$ cat config.mk
export PLATFORM = sky130hd
export DESIGN_NAME = draw_cmd_engine
export DESIGN_NICKNAME = d
export VERILOG_FILES = /design/src/rtl/draw_pkg.sv /design/src/rtl/line_stepper.sv /design/src/rtl/draw_cmd_engine.sv
export SDC_FILE = /design/constraint.sdc
export NUM_CORES = 1
export LEC_CHECK = 0
export CAP_MARGIN = 20
export CORE_ASPECT_RATIO = 2
export CORE_MARGIN = 2
export CORE_UTILIZATION = 60
export CTS_CLUSTER_DIAMETER = 120
export DETAILED_ROUTE_END_ITERATION = 10
export PLACE_DENSITY = 0.78
export SYNTH_ARGS = -nofsm -noshare
export SYNTH_HDL_FRONTEND = slang
export SYNTH_HIERARCHICAL = 1
export SYNTH_SLANG_ARGS = --single-unit
$ cat constraint.sdc
create_clock -name clk -period 13.9 [get_ports clk]
set_input_delay 2.78 -clock clk [delete_from_list [all_inputs] [get_ports clk]]
set_output_delay 2.78 -clock clk [all_outputs]
set_load 0.03 [all_outputs]
$ cat src/rtl/draw_pkg.sv
// Shared definitions for the GRAFIX draw command engine: opcodes, FSM states
// and operand sizing helpers.
package draw_pkg;

   localparam logic [7:0] OP_POINT_DEF = 8'd80;
   localparam logic [7:0] OP_LINE_DEF  = 8'd76;

   // Extra bits the Bresenham error term needs beyond the coordinate width.
   localparam int ERR_EXTRA = 2;

   typedef enum logic [1:0] {
      ST_IDLE,
      ST_OPERAND,
      ST_SETUP,
      ST_PLOT
   } state_e;

   // Number of operand bytes per coordinate, LSB byte first on the stream.
   function automatic int cb_of(input int coord_w);
      return (coord_w + 7) / 8;
   endfunction

endpackage

$ cat src/rtl/line_stepper.sv
// Integer Bresenham core: latches a segment on load_i, advances one pixel per
// step_i and flags when the current position equals the end point.
module line_stepper
   import draw_pkg::*;
#(
   parameter int COORD_W = 8
) (
   input  logic               clk,
   input  logic               rst_n,
   input  logic               load_i,
   input  logic               step_i,
   input  logic [COORD_W-1:0] xs_i,
   input  logic [COORD_W-1:0] ys_i,
   input  logic [COORD_W-1:0] xe_i,
   input  logic [COORD_W-1:0] ye_i,
   output logic [COORD_W-1:0] x_o,
   output logic [COORD_W-1:0] y_o,
   output logic               at_end_o
);

   localparam int ERR_W = COORD_W + ERR_EXTRA;
   localparam logic [COORD_W-1:0] ONE = 1;

   logic [COORD_W-1:0]      x_q, y_q, xe_q, ye_q, dx_q, dy_q;
   logic                    sx_neg_q, sy_neg_q;
   logic signed [ERR_W-1:0] err_q, err_d;
   logic [COORD_W-1:0]      dx_ld, dy_ld, x_d, y_d;
   logic signed [ERR_W:0]   e2;
   logic                    step_x, step_y;

   always_comb begin
      dx_ld  = (xe_i >= xs_i) ? xe_i - xs_i : xs_i - xe_i;
      dy_ld  = (ye_i >= ys_i) ? ye_i - ys_i : ys_i - ye_i;
      e2     = {err_q, 1'b0};
      step_x = e2 > -$signed({3'b000, dy_q});
      step_y = e2 < $signed({3'b000, dx_q});
      err_d  = err_q;
      x_d    = x_q;
      y_d    = y_q;
      // Both axis updates may fire together on a diagonal step.
      if (step_x) begin
         err_d = err_d - $signed({2'b00, dy_q});
         x_d   = sx_neg_q ? x_q - ONE : x_q + ONE;
      end
      if (step_y) begin
         err_d = err_d + $signed({2'b00, dx_q});
         y_d   = sy_neg_q ? y_q - ONE : y_q + ONE;
      end
   end

   always_ff @(posedge clk or negedge rst_n) begin
      if (!rst_n) begin
         x_q      <= '0;
         y_q      <= '0;
         xe_q     <= '0;
         ye_q     <= '0;
         dx_q     <= '0;
         dy_q     <= '0;
         sx_neg_q <= 1'b0;
         sy_neg_q <= 1'b0;
         err_q    <= '0;
      end else if (load_i) begin
         x_q      <= xs_i;
         y_q      <= ys_i;
         xe_q     <= xe_i;
         ye_q     <= ye_i;
         dx_q     <= dx_ld;
         dy_q     <= dy_ld;
         sx_neg_q <= xe_i < xs_i;
         sy_neg_q <= ye_i < ys_i;
         err_q    <= $signed({2'b00, dx_ld}) - $signed({2'b00, dy_ld});
      end else if (step_i) begin
         x_q   <= x_d;
         y_q   <= y_d;
         err_q <= err_d;
      end
   end

   assign x_o      = x_q;
   assign y_o      = y_q;
   assign at_end_o = (x_q == xe_q) && (y_q == ye_q);

endmodule

$ cat src/rtl/draw_cmd_engine.sv
// GRAFIX command engine: parses point/line commands from a byte stream and
// rasterises them into a backpressured pixel stream.
module draw_cmd_engine
   import draw_pkg::*;
#(
   parameter int         COORD_W  = 8,
   parameter int         COLOR_W  = 8,
   parameter logic [7:0] OP_POINT = OP_POINT_DEF,
   parameter logic [7:0] OP_LINE  = OP_LINE_DEF
) (
   input  logic               clk,
   input  logic               rst_n,
   input  logic               cmd_valid,
   output logic               cmd_ready,
   input  logic [7:0]         cmd_data,
   output logic               pix_valid,
   input  logic               pix_ready,
   output logic [COORD_W-1:0] pix_x,
   output logic [COORD_W-1:0] pix_y,
   output logic [COLOR_W-1:0] pix_color,
   output logic               busy,
   output logic               cmd_done,
   output logic               err_opcode
);

   localparam int CB = cb_of(COORD_W);
   localparam int CW = CB * 8;

   state_e             state_q;
   logic               cmd_ready_q, pix_valid_q, busy_q, err_opcode_q;
   logic               is_line_q, byt_q;
   logic [2:0]         fld_q;
   logic [CW-1:0]      crd_q [4];
   logic [COLOR_W-1:0] color_q;

   logic [2:0]         col_fld;
   logic               cmd_fire, pix_fire, byte_last, load, step, at_end;
   logic [COORD_W-1:0] xe_sel, ye_sel;

   // Both streams transfer on valid && ready at the rising edge; a producer
   // holds its data stable while valid is high and ready is low.
   assign cmd_fire  = cmd_valid && cmd_ready_q;
   assign pix_fire  = pix_valid_q && pix_ready;
   assign col_fld   = is_line_q ? 3'd4 : 3'd2;
   assign byte_last = (CB == 1) || byt_q;
   assign load      = (state_q == ST_SETUP);
   assign step      = pix_fire && !at_end;
   assign xe_sel    = is_line_q ? crd_q[2][COORD_W-1:0] : crd_q[0][COORD_W-1:0];
   assign ye_sel    = is_line_q ? crd_q[3][COORD_W-1:0] : crd_q[1][COORD_W-1:0];

   always_ff @(posedge clk or negedge rst_n) begin
      if (!rst_n) begin
         state_q      <= ST_IDLE;
         cmd_ready_q  <= 1'b1;
         pix_valid_q  <= 1'b0;
         busy_q       <= 1'b0;
         err_opcode_q <= 1'b0;
         is_line_q    <= 1'b0;
         byt_q        <= 1'b0;
         fld_q        <= '0;
         color_q      <= '0;
         for (int i = 0; i < 4; i++) crd_q[i] <= '0;
      end else begin
         err_opcode_q <= 1'b0;
         case (state_q)
            ST_IDLE: begin
               if (cmd_fire) begin
                  fld_q <= '0;
                  byt_q <= 1'b0;
                  if (cmd_data == OP_POINT || cmd_data == OP_LINE) begin
                     is_line_q <= (cmd_data == OP_LINE);
                     state_q   <= ST_OPERAND;
                     busy_q    <= 1'b1;
                  end else begin
                     err_opcode_q <= 1'b1;
                  end
               end
            end
            ST_OPERAND: begin
               if (cmd_fire) begin
                  if (fld_q == col_fld) begin
                     color_q     <= cmd_data[COLOR_W-1:0];
                     state_q     <= ST_SETUP;
                     cmd_ready_q <= 1'b0;
                  end else begin
                     if (byt_q) crd_q[fld_q[1:0]][CW-1 -: 8] <= cmd_data;
                     else       crd_q[fld_q[1:0]][7:0]       <= cmd_data;
                     if (byte_last) begin
                        byt_q <= 1'b0;
                        fld_q <= fld_q + 3'd1;
                     end else begin
                        byt_q <= 1'b1;
                     end
                  end
               end
            end
            ST_SETUP: begin
               state_q     <= ST_PLOT;
               pix_valid_q <= 1'b1;
            end
            ST_PLOT: begin
               if (pix_fire && at_end) begin
                  state_q     <= ST_IDLE;
                  pix_valid_q <= 1'b0;
                  cmd_ready_q <= 1'b1;
                  busy_q      <= 1'b0;
               end
            end
            default: state_q <= ST_IDLE;
         endcase
      end
   end

   line_stepper #(.COORD_W(COORD_W)) u_stepper (
      .clk      (clk),
      .rst_n    (rst_n),
      .load_i   (load),
      .step_i   (step),
      .xs_i     (crd_q[0][COORD_W-1:0]),
      .ys_i     (crd_q[1][COORD_W-1:0]),
      .xe_i     (xe_sel),
      .ye_i     (ye_sel),
      .x_o      (pix_x),
      .y_o      (pix_y),
      .at_end_o (at_end)
   );

   assign cmd_ready  = cmd_ready_q;
   assign pix_valid  = pix_valid_q;
   assign pix_color  = color_q;
   assign busy       = busy_q;
   assign err_opcode = err_opcode_q;
   assign cmd_done   = pix_fire && at_end;

endmodule

# Word level (Yosys, flattened, before mapping)
# Cells that the tools add are included.
# word_totals
reg_bits,110
inputBits,12
# op_classes
n_addsub,13
order_cmp,8
n_eq_ne,14
muxes,42
bitwise_logic,2
reduce_logical,26
# op_table
operator,n
2-to-1 mux 8 bit,13
2-to-1 mux 10 bit,4
bitwise mux 32 bit,1
subtractor 8 bit,4
adder 8 x 1 -> 8 bit (second input constant),2
demux 8 bit (select 2 bit),1
== test 8 x 7 -> 1 bit (second input constant),2
== test 8 bit,2
>= comparator 8 bit,2
less-than comparator 8 bit,2
subtractor 8 x 1 -> 8 bit (second input constant),2
nonzero test 2 bit,7
2-to-1 mux 3 bit,4
!= test 2 bit (second input constant),6
AND reduction 4 bit,3
greater-than comparator 11 bit,1
less-than comparator 11 x 9 -> 1 bit,1
negation 8 -> 11 bit,1
adder 10 x 9 -> 10 bit,1
2-to-1 mux 2 bit,5
subtractor 10 x 9 -> 10 bit,1
2-to-1 mux 1 bit,9
AND reduction 3 bit,3
subtractor 8 x 8 -> 9 bit,1
17 further kinds,27

# Longest topological paths before layout
# depth
depth_word,7
mapped_depth,24
depth_no_buf,23

# Hierarchy
# The synthesis kept the hierarchy.
# modules_own_cells
module,n_inst,cells_per_inst,area_each_um2
line_stepper,1,687,6118.4
draw_cmd_engine,1,176,2431.1

# Worst setup path before layout
# OpenSTA, ideal clock, no wires.
# synth_path
path_type,input -> output
startpoint,input pix_ready
endpoint,output cmd_done
arrival_time_ps,3141
required_time_ps,11120
setup_slack_ps,7979
cell_stages,2
n_path_buf,0
cell_sequence,nand3_1 > inv_1
# synth_via
elab_chain_cells,2
# synth_rtl
element,line_no,text
"start, declared",draw_cmd_engine.sv:17,"input logic pix_ready,"
logical AND 1 bit,draw_cmd_engine.sv:43,assign pix_fire = pix_valid_q && pix_ready;
logical AND 1 bit,draw_cmd_engine.sv:133,assign cmd_done = pix_fire && at_end;
"end, declared",draw_cmd_engine.sv:22,"output logic cmd_done,"
# No other way between the ends.

# Worst setup path after layout
# Ends and elaborated chain as after synthesis.

==> impl_results.md <==
- Outcome: complete, no violations
- Nets: 1010
- Via count: 6629
- Post-CTS Setup Bufs: 0
- Total number of yosys warnings: 6
- Yosys top cell by area: dfrtp_1
- Pwr/cell area: 127.6 mW/mm^2
- Antenna-violating nets left: 0
- # diodes: 0
- Multi-input logic area: 0.005361 mm^2
- Reg2reg path depth: 18
- Origin of the critical flop-to-flop path: is_line_q$_DFFE_PN0P_
- Post-synthesis sequential area ratio: between 30% and 40%
- WL per Instance: 19.67 um
- Min Tclk post-route: 7.033 ns
- Worst reg2reg path endpoint: u_stepper/err_q[8]$_DFFE_PN0P_
- Syn-to-layout area delta: 9.718%
- Post-Syn Nets: 978
- Static leakage: ~4.3 nW
- Required time worst endpoint: 11.12 ns
- Die height: 172.8 um
- First-pass GRT wire length: 34950 um
- Place WS: slightly below 7 ns
- Rows: between 60 and 70
- Worst path max stage delay: 0.69 ns
- H-tree depth: 3
- Setup ws final: 6.867 ns
- Root Buffer: clkbuf_16
- Port Buffers: 40
- Worst path cell trace: clkdlybuf4s50_1 > nand3_1 > inv_1 > clkdlybuf4s50_1
- Headroom to the max-slew limit: 38.15%
- Clk slew on worst S/H paths: about 0.070 ns
- Largest net degree at the start of global routing: 79
- Initial antenna violation count: 0
- Mux cell area share after synthesis: 14.02%
- DPL Wire Length: 16550 um
- Routability cong.: around 0.9
- Crit. End Element: primary output
- Ports: 41
- WHS Endpoint: crd_q[11]$_DFFE_PN0P_
- Fin util: 67.53%
- Top FF cell, synth: dfrtp_1
- Placed Cells incl. Taps: 1073
- Adder-cell area share of the yosys netlist: between 15 and 20%
- Crit Path Max Fanout: 4
- Core box area: roughly 0.014 mm^2
- Reg2Reg Setup Slack: 8.60 ns
- Cts repair resizes: 0
- Die area: 0.01528 mm^2
- CTS Hold Bufs: 0
- Top cells by area, synth: dfrtp_1 (32%), ha_1 (14%), mux2_2 (11%)
- Crit path max-delay cell type: clkdlybuf4s50_1
- Hold Path Origin: crd_q[11]$_DFFE_PN0P_
- CTS tree: yes
- Post-Syn Area per Cell: slightly below 10 um^2
- CP Class: primary input to primary output
- DRT iter0 DRCs: 354
- WP data arrival: 4.25 ns
- Worst Tran Pin Value: 0.9278 ns
- Unrepaired setup endpoints after global routing: false
- Fill count: 1157
- Layout cells sized above 1: roughly 14%
- Mapped Cells: about 860
- Synth Register Bits: 110
- Max Cap Viol: 0
- CP Launch Type: primary input
- Largest family of logic cells by synthesized area: compound AO/OA/AOI/OAI gates
- Synth Area in XOR/XNOR: under 10%
- Netlist cell types: slightly below 80
- Crit path from: pix_ready
- Peak supply drop: 0.00009246 V
- Clock buffer depth: 2
- Hold path depth: 1
- Post-synthesis simple-gate area fraction: 9.966%
- Clock Skew: 0.01084 ns
- EDFF count, synth: 0
- Setup_tns: 0 ns
- Synth Cell Area: 0.008549 mm^2
- Hold WC Path Type: flip-flop to flip-flop
- Top cell by count, worst path: clkdlybuf4s50_1
- Peak Freq: about 0.14 GHz
- Post-route insts no fill: 1089
- Max-slew violations: 0
- GRT overflow: 0
- Starting density of the core: 61.55%
- # clock sinks: 110
- Area after DPL: 0.009095 mm^2
- Total CTS buffers: 9
- Final hold vios: 0
- FF+latch area: roughly 0.0028 mm^2
- Top cell type's share of synthesized area: 31.90%
- GRT Total Usage: slightly below 30%
- Pre-antenna DRT Iters: 5
- Vias per cell: slightly above 6
- Post-synthesis compound-gate area fraction: around 16%
- DRC violations left: 0
- Clk_lat worst skew: 0.36 ns
- Vias in the first global route: 6942
- Async S/R FF share, synth: 100.0%
- Final setup fails: 0
- Post-Route WL: 21420 um
- Post-route cell area: 0.009380 mm^2
- Die X-Extent: 88.41 um
- Period utilization: 50.59%
worst max path at each step:
stage | end | slack (ns) | depth (start not counted)
after floorplan | cmd_done | 7.98 | 2
after global placement | cmd_done | 6.91 | 4
after detailed placement | cmd_done | 6.88 | 4
after CTS | cmd_done | 6.87 | 4
after global routing | cmd_done | 6.78 | 4
final | cmd_done | 6.87 | 4
Yosys cell counts (9+ instances only):
cell type / number
dfrtp_1: 109
ha_1: 94
inv_1: 85
mux2_2: 81
a21oi_1: 52
xnor2_1: 46
nand2_1: 44
o21ai_0: 44
nor2_1: 31
mux2i_1: 26
a21o_1: 18
nand3_1: 18
xor2_1: 15
clkbuf_1: 13
a211oi_1: 12
nand4_1: 12
a31oi_1: 10
o21a_1: 10
fa_1: 9
nor2b_1: 9
registers in the layout, indices dropped and copies added (netlist names):
signal and count:
u_stepper/err_q 10, u_stepper/dy_q 8, u_stepper/sx_neg_q 1, busy 1, u_stepper/sy_neg_q 1, fld_q 3
crd_q 32, is_line_q 1, u_stepper/y_o 8, cmd_ready 1, err_opcode 1, u_stepper/xe_q 8
pix_valid 1, u_stepper/x_o 8, pix_color 8, state_q 2, u_stepper/dx_q 8, u_stepper/ye_q 8
layout make-up:
type,count,share of cell area (%)
multi-input combinational,645,57.16
sequential,110,29.36
timing repair buffer,43,4.482
inverter,86,3.441
clock buffer,11,2.588
tap,189,2.521
clock inverter,5,0.4535
layer usage:
| metal | routed length, um | share of wire (%) | track usage (%) |
|---|---|---|---|
| met4 | 1502 | 7.0 | 17.93 |
| met3 | 695 | 3.2 | 4.344 |
| met5 | 0 | 0 | 0 |
| met2 | 11760 | 55 | 53.88 |
| met1 | 7459 | 35 | 31.00 |
kinds of logic (layout without fill, tap and decap cells):
group	Yosys count	count (layout)
flops	110	110
simple gates	161	161
fa+ha+maj	103	103
xor+xnor	62	62
compound gates	210	210
buf+inv	108	145
mux	109	109
worst max-delay path, delay by kind of cell:
kind	cells	cell delay, ns
and+or+nand+nor	1	0.14
buffers and inverters	3	1.32
layout by cell type (no fill, tap or decap), types with 9 or more instances in the layout:
cell             synthesis  routed
inv_1                   85      85
xor2_1                  15      15
xnor2_1                 46      46
a211oi_1                12      12
nor2b_1                  9       9
clkbuf_16                0       9
nand3_1                 18      18
mux2i_1                 26      26
dfrtp_1                109     109
a21oi_1                 52      52
o21a_1                  10      10
a21o_1                  18      18
clkdlybuf4s50_1          0      39
ha_1                    94      93
nor2_1                  31      31
mux2_2                  81      81
fa_1                     9       9
nand2_1                 44      44
a31oi_1                 10      10
nand4_1                 12      12
o21ai_0                 44      44
report_power, final:
| group | total [mW] | internal, mW | switching [mW] |
|---|---|---|---|
| Combinational | 0.531 | 0.229 | 0.302 |
| Clock | 0.252 | 0.129 | 0.123 |
| Sequential | 0.414 | 0.353 | 0.0619 |
per-stage QoR:
stage | hold slack, ns | total power, mW
after global routing | 0.5202 | 1.274
after global placement | 0.4699 | 0.9241
after detailed placement | 0.4897 | 0.9396
after CTS | 0.5055 | 1.195
final | 0.5028 | 1.197
after floorplan | 0.4585 | 0.7784
(Power assumes the default switching activity.)
